[src/rtl/store_pkg.sv]
// Shared helpers for the speculative store queue: derived widths and
// unpacking of the packed branch-success level remap table.
package store_pkg;

  localparam int unsigned MaxLvlBits = 8;
  localparam int unsigned TblIdxBits = 8;
  localparam int unsigned MaxTblBits = 1 << TblIdxBits;

  function automatic int unsigned spec_level_bits(input int unsigned spec_depth);
    return $clog2(spec_depth) + 1;
  endfunction

  function automatic int unsigned ptr_bits(input int unsigned depth);
    return $clog2(depth);
  endfunction

  // Extract entry idx (lvl_bits wide) from a zero-extended packed remap table.
  function automatic logic [MaxLvlBits-1:0] unpack_level(input logic [MaxTblBits-1:0] tbl,
                                                         input int unsigned idx,
                                                         input int unsigned lvl_bits);
    logic [MaxLvlBits-1:0] res;
    res = '0;
    for (int unsigned b = 0; b < MaxLvlBits; b++) begin
      if (b < lvl_bits) res[3'(b)] = tbl[TblIdxBits'(idx * lvl_bits + b)];
    end
    return res;
  endfunction

endpackage

[src/rtl/spec_store_queue_match.sv]
// Finds the youngest set bit of a slot match vector in a circular buffer
// whose oldest entry sits at rptr_i; returns its absolute slot index.
module sq_youngest_match #(
  parameter int unsigned Depth  = 16,
  parameter int unsigned PtrBit = 4
) (
  input  logic [Depth-1:0]  match_i,
  input  logic [PtrBit-1:0] rptr_i,
  output logic              hit_o,
  output logic [PtrBit-1:0] slot_o
);

  logic [Depth-1:0]  rot;
  logic [PtrBit-1:0] youngest;

  // Rotate so bit 0 is the oldest entry; age then grows with index.
  always_comb begin
    rot = '0;
    for (int unsigned j = 0; j < Depth; j++) begin
      rot[j] = match_i[rptr_i + PtrBit'(j)];
    end
  end

  always_comb begin
    youngest = '0;
    for (int unsigned j = 0; j < Depth; j++) begin
      if (rot[j]) youngest = PtrBit'(j);
    end
  end

  assign hit_o  = |match_i;
  assign slot_o = rptr_i + youngest;

endmodule

[src/rtl/spec_store_queue.sv]
// Speculative store queue: in-order store buffer tagged with speculation levels,
// released to memory at level 0, squashed on mispredict, forwards to loads.
module spec_store_queue
  import store_pkg::*;
#(
  parameter int unsigned INST_ID_BIT    = 8,
  parameter int unsigned ADDR_BIT       = 16,
  parameter int unsigned DATA_BIT       = 16,
  parameter int unsigned BUF_DEPTH      = 16,
  parameter int unsigned SPEC_DEPTH     = 4,
  parameter bit          FWD_EN         = 1'b1,
  parameter int unsigned SPEC_LEVEL_BIT = spec_level_bits(SPEC_DEPTH),
  parameter int unsigned PTR_BIT        = ptr_bits(BUF_DEPTH)
) (
  input  logic                                    clk,
  input  logic                                    rst_n,
  input  logic                                    in_vld,
  output logic                                    in_rdy,
  input  logic [INST_ID_BIT-1:0]                  in_id,
  input  logic [ADDR_BIT-1:0]                     in_addr,
  input  logic [DATA_BIT-1:0]                     in_data,
  input  logic [SPEC_LEVEL_BIT-1:0]               in_spec_level,
  output logic                                    out_vld,
  input  logic                                    out_rdy,
  output logic [INST_ID_BIT-1:0]                  out_id,
  output logic [ADDR_BIT-1:0]                     out_addr,
  output logic [DATA_BIT-1:0]                     out_data,
  input  logic                                    br_pred_vld,
  input  logic                                    br_pred_succ,
  input  logic [SPEC_LEVEL_BIT-1:0]               br_pred_fail_level,
  input  logic [SPEC_LEVEL_BIT*(SPEC_DEPTH+1)-1:0] br_pred_succ_nxt_levels,
  input  logic                                    ld_vld,
  input  logic [ADDR_BIT-1:0]                     ld_addr,
  output logic                                    ld_hit,
  output logic [DATA_BIT-1:0]                     ld_data,
  output logic [PTR_BIT:0]                        cnt,
  output logic                                    empty
);

  localparam int unsigned NumLvls = 1 << SPEC_LEVEL_BIT;
  localparam logic [PTR_BIT:0] DepthCnt = (PTR_BIT+1)'(BUF_DEPTH);

  logic [BUF_DEPTH-1:0]      vld_q, vld_d;
  logic [SPEC_LEVEL_BIT-1:0] lvl_q [BUF_DEPTH];
  logic [SPEC_LEVEL_BIT-1:0] lvl_d [BUF_DEPTH];
  logic [INST_ID_BIT-1:0]    id_q [BUF_DEPTH];
  logic [ADDR_BIT-1:0]       addr_q [BUF_DEPTH];
  logic [DATA_BIT-1:0]       data_q [BUF_DEPTH];
  logic [PTR_BIT-1:0]        rptr_q, rptr_d, wptr_q, wptr_d;
  logic [PTR_BIT:0]          cnt_q, cnt_d;

  logic                      enq, commit, reclaim, deq;
  logic [MaxTblBits-1:0]     tbl_ext;
  logic [SPEC_LEVEL_BIT-1:0] lvl_map [NumLvls];

  assign in_rdy  = cnt_q < DepthCnt;
  assign enq     = in_vld && in_rdy;
  assign out_vld = vld_q[rptr_q] && (lvl_q[rptr_q] == '0);
  assign commit  = out_vld && out_rdy;
  // A dead head slot (squashed) is popped silently, one per cycle.
  assign reclaim = (cnt_q != '0) && !vld_q[rptr_q];
  assign deq     = commit || reclaim;

  assign out_id   = id_q[rptr_q];
  assign out_addr = addr_q[rptr_q];
  assign out_data = data_q[rptr_q];
  assign cnt      = cnt_q;
  assign empty    = (cnt_q == '0);

  assign tbl_ext = MaxTblBits'(br_pred_succ_nxt_levels);

  // Levels beyond the table cannot legally occur; map them to themselves.
  always_comb begin
    for (int unsigned k = 0; k < NumLvls; k++) begin
      if (k <= SPEC_DEPTH) begin
        lvl_map[k] = SPEC_LEVEL_BIT'(unpack_level(tbl_ext, k, SPEC_LEVEL_BIT));
      end else begin
        lvl_map[k] = SPEC_LEVEL_BIT'(k);
      end
    end
  end

  // Later assignments win: enqueue > commit > fail-squash.
  always_comb begin
    vld_d = vld_q;
    lvl_d = lvl_q;
    if (br_pred_vld) begin
      for (int i = 0; i < BUF_DEPTH; i++) begin
        if (br_pred_succ) begin
          if (vld_q[i]) lvl_d[i] = lvl_map[lvl_q[i]];
        end else if (lvl_q[i] >= br_pred_fail_level) begin
          vld_d[i] = 1'b0;
        end
      end
    end
    if (commit) vld_d[rptr_q] = 1'b0;
    if (enq) begin
      vld_d[wptr_q] = 1'b1;
      lvl_d[wptr_q] = in_spec_level;
    end
  end

  always_comb begin
    rptr_d = deq ? rptr_q + 1'b1 : rptr_q;
    wptr_d = enq ? wptr_q + 1'b1 : wptr_q;
    cnt_d  = cnt_q + (PTR_BIT+1)'(enq) - (PTR_BIT+1)'(deq);
  end

  always_ff @(posedge clk or negedge rst_n) begin
    if (!rst_n) begin
      vld_q  <= '0;
      rptr_q <= '0;
      wptr_q <= '0;
      cnt_q  <= '0;
      for (int i = 0; i < BUF_DEPTH; i++) begin
        lvl_q[i]  <= '0;
        id_q[i]   <= '0;
        addr_q[i] <= '0;
        data_q[i] <= '0;
      end
    end else begin
      vld_q  <= vld_d;
      lvl_q  <= lvl_d;
      rptr_q <= rptr_d;
      wptr_q <= wptr_d;
      cnt_q  <= cnt_d;
      if (enq) begin
        id_q[wptr_q]   <= in_id;
        addr_q[wptr_q] <= in_addr;
        data_q[wptr_q] <= in_data;
      end
    end
  end

  if (FWD_EN) begin : g_fwd
    logic [BUF_DEPTH-1:0] match;
    logic                 any_match;
    logic [PTR_BIT-1:0]   fwd_slot;

    always_comb begin
      for (int i = 0; i < BUF_DEPTH; i++) begin
        match[i] = vld_q[i] && (addr_q[i] == ld_addr);
      end
    end

    sq_youngest_match #(
      .Depth  (BUF_DEPTH),
      .PtrBit (PTR_BIT)
    ) u_youngest (
      .match_i (match),
      .rptr_i  (rptr_q),
      .hit_o   (any_match),
      .slot_o  (fwd_slot)
    );

    assign ld_hit  = ld_vld && any_match;
    assign ld_data = data_q[fwd_slot];
  end else begin : g_no_fwd
    assign ld_hit  = 1'b0;
    assign ld_data = '0;
  end

endmodule

[config.mk]
export PLATFORM = sky130hd
export DESIGN_NAME = spec_store_queue
export DESIGN_NICKNAME = d
export VERILOG_FILES = /design/src/rtl/store_pkg.sv /design/src/rtl/spec_store_queue_match.sv /design/src/rtl/spec_store_queue.sv
export SDC_FILE = /design/constraint.sdc
export NUM_CORES = 2
export LEC_CHECK = 0
export ABC_AREA = 1
export BUFFER_PORTS_ARGS = -buffer_cell sky130_fd_sc_hd__clkbuf_2
export CELL_PAD_IN_SITES_DETAIL_PLACEMENT = 1
export CELL_PAD_IN_SITES_GLOBAL_PLACEMENT = 1
export CORE_ASPECT_RATIO = 1.2
export CORE_UTILIZATION = 52
export CTS_BUF_LIST = sky130_fd_sc_hd__clkbuf_8
export CTS_CLUSTER_DIAMETER = 30
export DETAILED_ROUTE_END_ITERATION = 8
export PLACE_DENSITY = 0.93
export SYNTH_ARGS = -nofsm -noshare
export SYNTH_HDL_FRONTEND = slang
export SYNTH_SLANG_ARGS = --single-unit
[constraint.sdc]
create_clock -name clk -period 12.51 [get_ports clk]
set_input_delay 2.502 -clock clk [delete_from_list [all_inputs] [get_ports clk]]
set_output_delay 2.502 -clock clk [all_outputs]
set_load 0.02 [all_outputs]
== Word level (Yosys, flattened, before mapping) ==
Index checks and enable logic that the tools add are counted.
Word-level totals
  bits of input ports: 84
  latch bits: 0
  bits in read-only memories: 0
  bits in writable memories: 0
  memories kept: 0
  word-level logic and storage cells: 404
  bits in registers: 717
Operators by class
  shifts and indexed selects: 0
  $add $sub $neg: 19
  equal/unequal tests: 16
  muxes and demuxes: 193
  reduce and logical (&&, ||, !) cells: 30
  divide/modulo/power cells: 0
  multiply operators: 0
  bitwise logic cells: 22
  magnitude comparators: 56
Operator list (number)
  $bwmux W256: 2
  $eq A16 B16 Y1: 16
  $mux W3: 71
  $bmux W16 S4: 3
  $mux W16: 10
  $bmux W3 S3: 16
  $bwmux W128: 1
  $mux W48: 2
  $lt A4 B5 Y1 const B: 17
  $bmux W1 S4: 16
  $demux W16 S4: 1
  $ge A4 B4 Y1 const B: 16
  $not A3 Y4: 16
  $mux W1: 51
  $bwmux W48: 1
  $ge A3 B3 Y1: 16
  $add A4 B4 Y4 const B: 8
  $bmux W8 S4: 1
  $demux W8 S4: 1
  $mux W4: 8
  $logic_and A1 B1 Y1: 24
  $mux W8: 3
  $add A4 B3 Y4 const B: 4
  $and A16 B16 Y16: 1
  other kinds (22): 31

== Logic depth before layout (Yosys ltp) ==
  depth after elaboration: 24
  gate-level depth with buffers: 43

== Cells and area by module ==
A second synthesis with hierarchy kept.
Unflattened totals
  cells, all modules: 5864
  area, all modules: 42507.0 um^2
By module, submodules not included
  spec_store_queue: sequential area each 17942.2 um^2, instances 1, area each 41268.3 um^2, cells an instance 5620
  sq_youngest_match: sequential area each 0.0 um^2, instances 1, area each 1238.7 um^2, cells an instance 244

== Worst setup path before layout ==
No wires, ideal clock.
  path type: input to output
  start: in ld_addr[12]
  end: out ld_data[10]
  slack: 3.701 ns
  stages: 38
  data arrival time: 6.307 ns
  cell sequence: buf_2 > buf_6 > xor2_1 > nor3_1 > nand4_1 > o21ai_1 > nand2_1 > nand2_1 > nand2_1 > nand2_1 > nand2_1 > nand2_1 > inv_1 > nand2_1 > nand2_1 > nand2_1 > nand2_1 > nand2_1 > (+2 left out) > nand2_1 > nand2_1 > nand2_1 > nand2_1 > nand2_1 > nand2_1 > ha_1 > inv_1 > fa_1 > clkbuf_1 > inv_1 > clkbuf_1 > clkbuf_1 > nand2_1 > a21oi_1 > o31ai_1 > nand2_2 > o21ai_2
Between the ends
  longest elaborated chain between the ends: 24
Ends and longest elaborated chain
  start, declared: line spec_store_queue.sv:33  | input logic [ADDR_BIT-1:0] ld_addr,
  $eq A16 B16 Y1: line spec_store_queue.sv:142  | match[i] = vld_q[i] && (addr_q[i] == ld_addr);
  $logic_and A1 B1 Y1: line spec_store_queue.sv:142
  $bmux W1 S4: line spec_store_queue_match.sv:20  | rot[j] = match_i[rptr_i + PtrBit'(j)];
  $mux W1 (implied by the code): line spec_store_queue_match.sv:20
  $mux W1: line spec_store_queue_match.sv:27  | if (rot[j]) youngest = PtrBit'(j);
  $mux W2 (2 in series): line spec_store_queue_match.sv:27
  $mux W3 (4 in series): line spec_store_queue_match.sv:27
  $mux W4 (7 in series): line spec_store_queue_match.sv:27
  $mux W4 *: line spec_store_queue_match.sv:27
  $add A4 B4 Y4 *: line spec_store_queue_match.sv:32  | assign slot_o = rptr_i + youngest;
  $not A4 Y5 (implied by the code) *: line spec_store_queue.sv:157  | assign ld_data = data_q[fwd_slot];
  $bmux W16 S4 *: line spec_store_queue.sv:157
  $mux W16 (implied by the code) * (2 in series): line spec_store_queue.sv:157
  end, declared: line spec_store_queue.sv:35  | output logic [DATA_BIT-1:0] ld_data,
Mark *: on every way between the ends. The rest lies on a longest branch, timed or not. The select of a mux whose other input is x is not followed.

== Final worst setup path ==
  start: in ld_addr[1]
  end: out ld_data[8]
The elaborated chain is that of the path after synthesis.

==> run_results.csv <==
group,metric,value,unit
clock_tree,hold_buffers,0,
synthesis,synth_common_cells,"nand2_1 (1,430), o21ai_0 (1,289), dfrtp_1 (717)",
synthesis,syn_area_per_cell,7.20,sq um
worst_setup_path,cp-startpoint,"ld_addr[1]",
timing,worst_pin_slew,1340,ps
synthesis,synth_top_flop_cell,"dfrtp_1",
worst_setup_path,cpMaxStageDelayCell,"clkinv_2",
die,die-area,83100,sq um
place,dp_hpwl,116,mm
global_route,grt_overflow,0,
timing,setup_viol,0,
worst_setup_path,cp-start-kind,"input pin",
layout,fillers,10200,
global_route,grt_pass1_vias,48500,
timing,finalCritPeriodShare,0.931,
die,die_h,316,um
routing,viasPerCell,6.72,
layout,syn_to_final_growth,10.6,%
synthesis,syn-instance-count,5918,
synthesis,ys_ff_latch,717,
die,ios,149,
die,start_util,0.527,
clock_tree,cts_tree,"built",
routing,wirelength,197,mm
synthesis,synth.area.top_cells,"dfrtp_1 (42%), o21ai_0 (15%), nand2_1 (13%)",
layout,ff_latch_area,18000,sq um
synthesis,yosysMostFrequentCell,"nand2_1",
routing,ant_nets,0,
layout,multi_input_area,21300,sq um
worst_setup_path,critPathKind,"in2out",
clock_tree,cts_buffers,160,
worst_setup_path,worstPathArrival,9140,ps
timing,relSlewSlack,0.109,
die,core_area,80900,sq um
worst_hold_path,hp-class,"reg2reg",
die,die_w,263,um
clock_tree,clockBufferDepth,3,
synthesis,syn_nets,6078,
routing,vias,47100,
place,gp_congestion,1.09,
synthesis,yosysTopAreaCellShare,0.421,
timing,slew_viol_final,0,
die,fp-row-count,114,
timing,finClkSkew,37.9,ps
clock_tree,worst_skew_pair.late_latency,880,ps
flow_run,drv_cap,0,
worst_setup_path,cp.required,10010,ps
clock_tree,htreeDepth,4,
clock_tree,cts_resized,0,
synthesis,ys_seq_area_frac,0.421,
worst_hold_path,hold_path_depth,2,
clock_tree,cts_root_buffer,"clkbuf_8",
routing,drt_iter0_drc,5461,
synthesis,synth_top_cell_by_area,"dfrtp_1",
global_route,grt_usage,0.470,
routing,drt_pass1_iterations,6,
timing,fin_setup_tns,0,ps
synthesis,netlist_area,42600,sq um
synthesis,synth.distinct_cells,47,
worst_setup_path,setup.worst_path.end_class,"output pin",
run_status,status,"complete, no violations",
worst_setup_path,rr_worst_depth,18,
timing,max_freq,85.9,MHz
timing,rsz0062_at_grt,"false",
worst_hold_path,min_from,"id_q[117]",
clock_tree,cts.sinks,717,
routing,drcViolationCount,0,
place,port_buffers,148,
synthesis,synth_edf_count,0,
global_route,grt_max_degree,179,
timing,hold_violations,0,
worst_setup_path,worst_path_largest_cell_delay,680,ps
global_route,grt_antenna_before_repair,12,
timing,period_needed,11640,ps
routing,routedWlPerCell,28.0,um
global_route,grt_pass1_wl,297,mm
synthesis,synth_async_sr_flop_share,1.00,
worst_setup_path,r2r_start,"rptr_q[0]",
clock_tree,post_cts_buffers,0,
clock_tree,clkSlewWorstSetupHoldPaths,60,ps
worst_setup_path,cp_max_fo,50,
layout,drive_gt1_frac,0.0970,
layout,final_util,0.583,
worst_setup_path,cpMostUsedCell,"nand2_1",
synthesis,yosys_warnings,0,
layout,final_nets,5995,
-- per-stage QoR --
stage	instances	hold WS [ps]	setup slack [ps]	cell area [sq um]
3_3_place_gp	6717	461	1660	43400
2_1_floorplan	5918	448	3700	42600
4_1_cts	7011	483	1330	47100
6_report	7015	480	869	47100
3_5_place_dp	6717	467	1630	43400
5_1_grt	7014	514	647	47100
-- final timing paths --
| check | to | slack [ps] |
|---|---|---|
| max in group asynchronous | addr_q[194] | 8530 |
| max | ld_data[8] | 870 |
| max reg2reg | cnt[4] | 6570 |
| min reg2reg | id_q[117] | 480 |
| min | id_q[117] | 480 |
| min in group asynchronous | lvl_q[4] | 1590 |
-- routing by layer --
layer  up-vias  GRT usage  part of all wire  routed length, um
met5         -          0           0.00052                103
met1     23100      0.555              0.36              70600
met2      3204      0.734              0.44              87300
met3      1051      0.123              0.11              21600
li1      19700          -                 -                  -
met4        18      0.367             0.087              17100
-- flip-flops by register name, indices dropped and copies added, names as in the netlist --
name / cells
wptr_q: 4
lvl_q: 48
data_q: 256
vld_q: 16
rptr_q: 4
cnt: 5
addr_q: 256
id_q: 128
-- layout make-up --
cell class / count / share of cell area
clock inverters: 106 / 0.0234
multi-input cells: 4305 / 0.452
well taps: 1044 / 0.0277
diodes: 4 / 0.000212
inverters: 450 / 0.0362
repair buffers: 201 / 0.0249
flip-flops and latches: 717 / 0.381
clock buffers: 188 / 0.0549
-- cells by family after synthesis --
logic type	synth area share
fa+ha+maj	0.0227
xor+xnor	0.0163
compound gates	0.252
flops	0.421
buf+inv	0.0829
simple gates	0.206
-- worst max-delay path, delay by kind of cell --
family	cells	cell delay (ps)
simple gates	26	2890
fa+ha+maj	1	530
compound gates	5	1020
buf+inv	6	2120
-- placed cells by master (no fill, tap or decap), types with 18 or more instances in the layout --
cell / count
o22ai_1: 39
o21ai_0: 1289
nor2_1: 411
inv_2: 23
dfrtp_1: 713
clkbuf_8: 188
ha_1: 73
nand2_1: 1421
nand3_1: 236
bufinv_16: 19
a21oi_1: 326
clkinv_2: 29
o21ai_2: 25
buf_4: 51
o311ai_0: 20
o211ai_1: 102
inv_1: 445
xor2_1: 64
o221ai_1: 47
o21a_1: 18
nand4_1: 46
o2111ai_1: 24
nand2_2: 19
clkbuf_2: 147
o21ai_1: 30
Power is left out: the tool's default activity adds up to more than one toggle a clock period on the data nets, which glitch-free logic cannot reach.
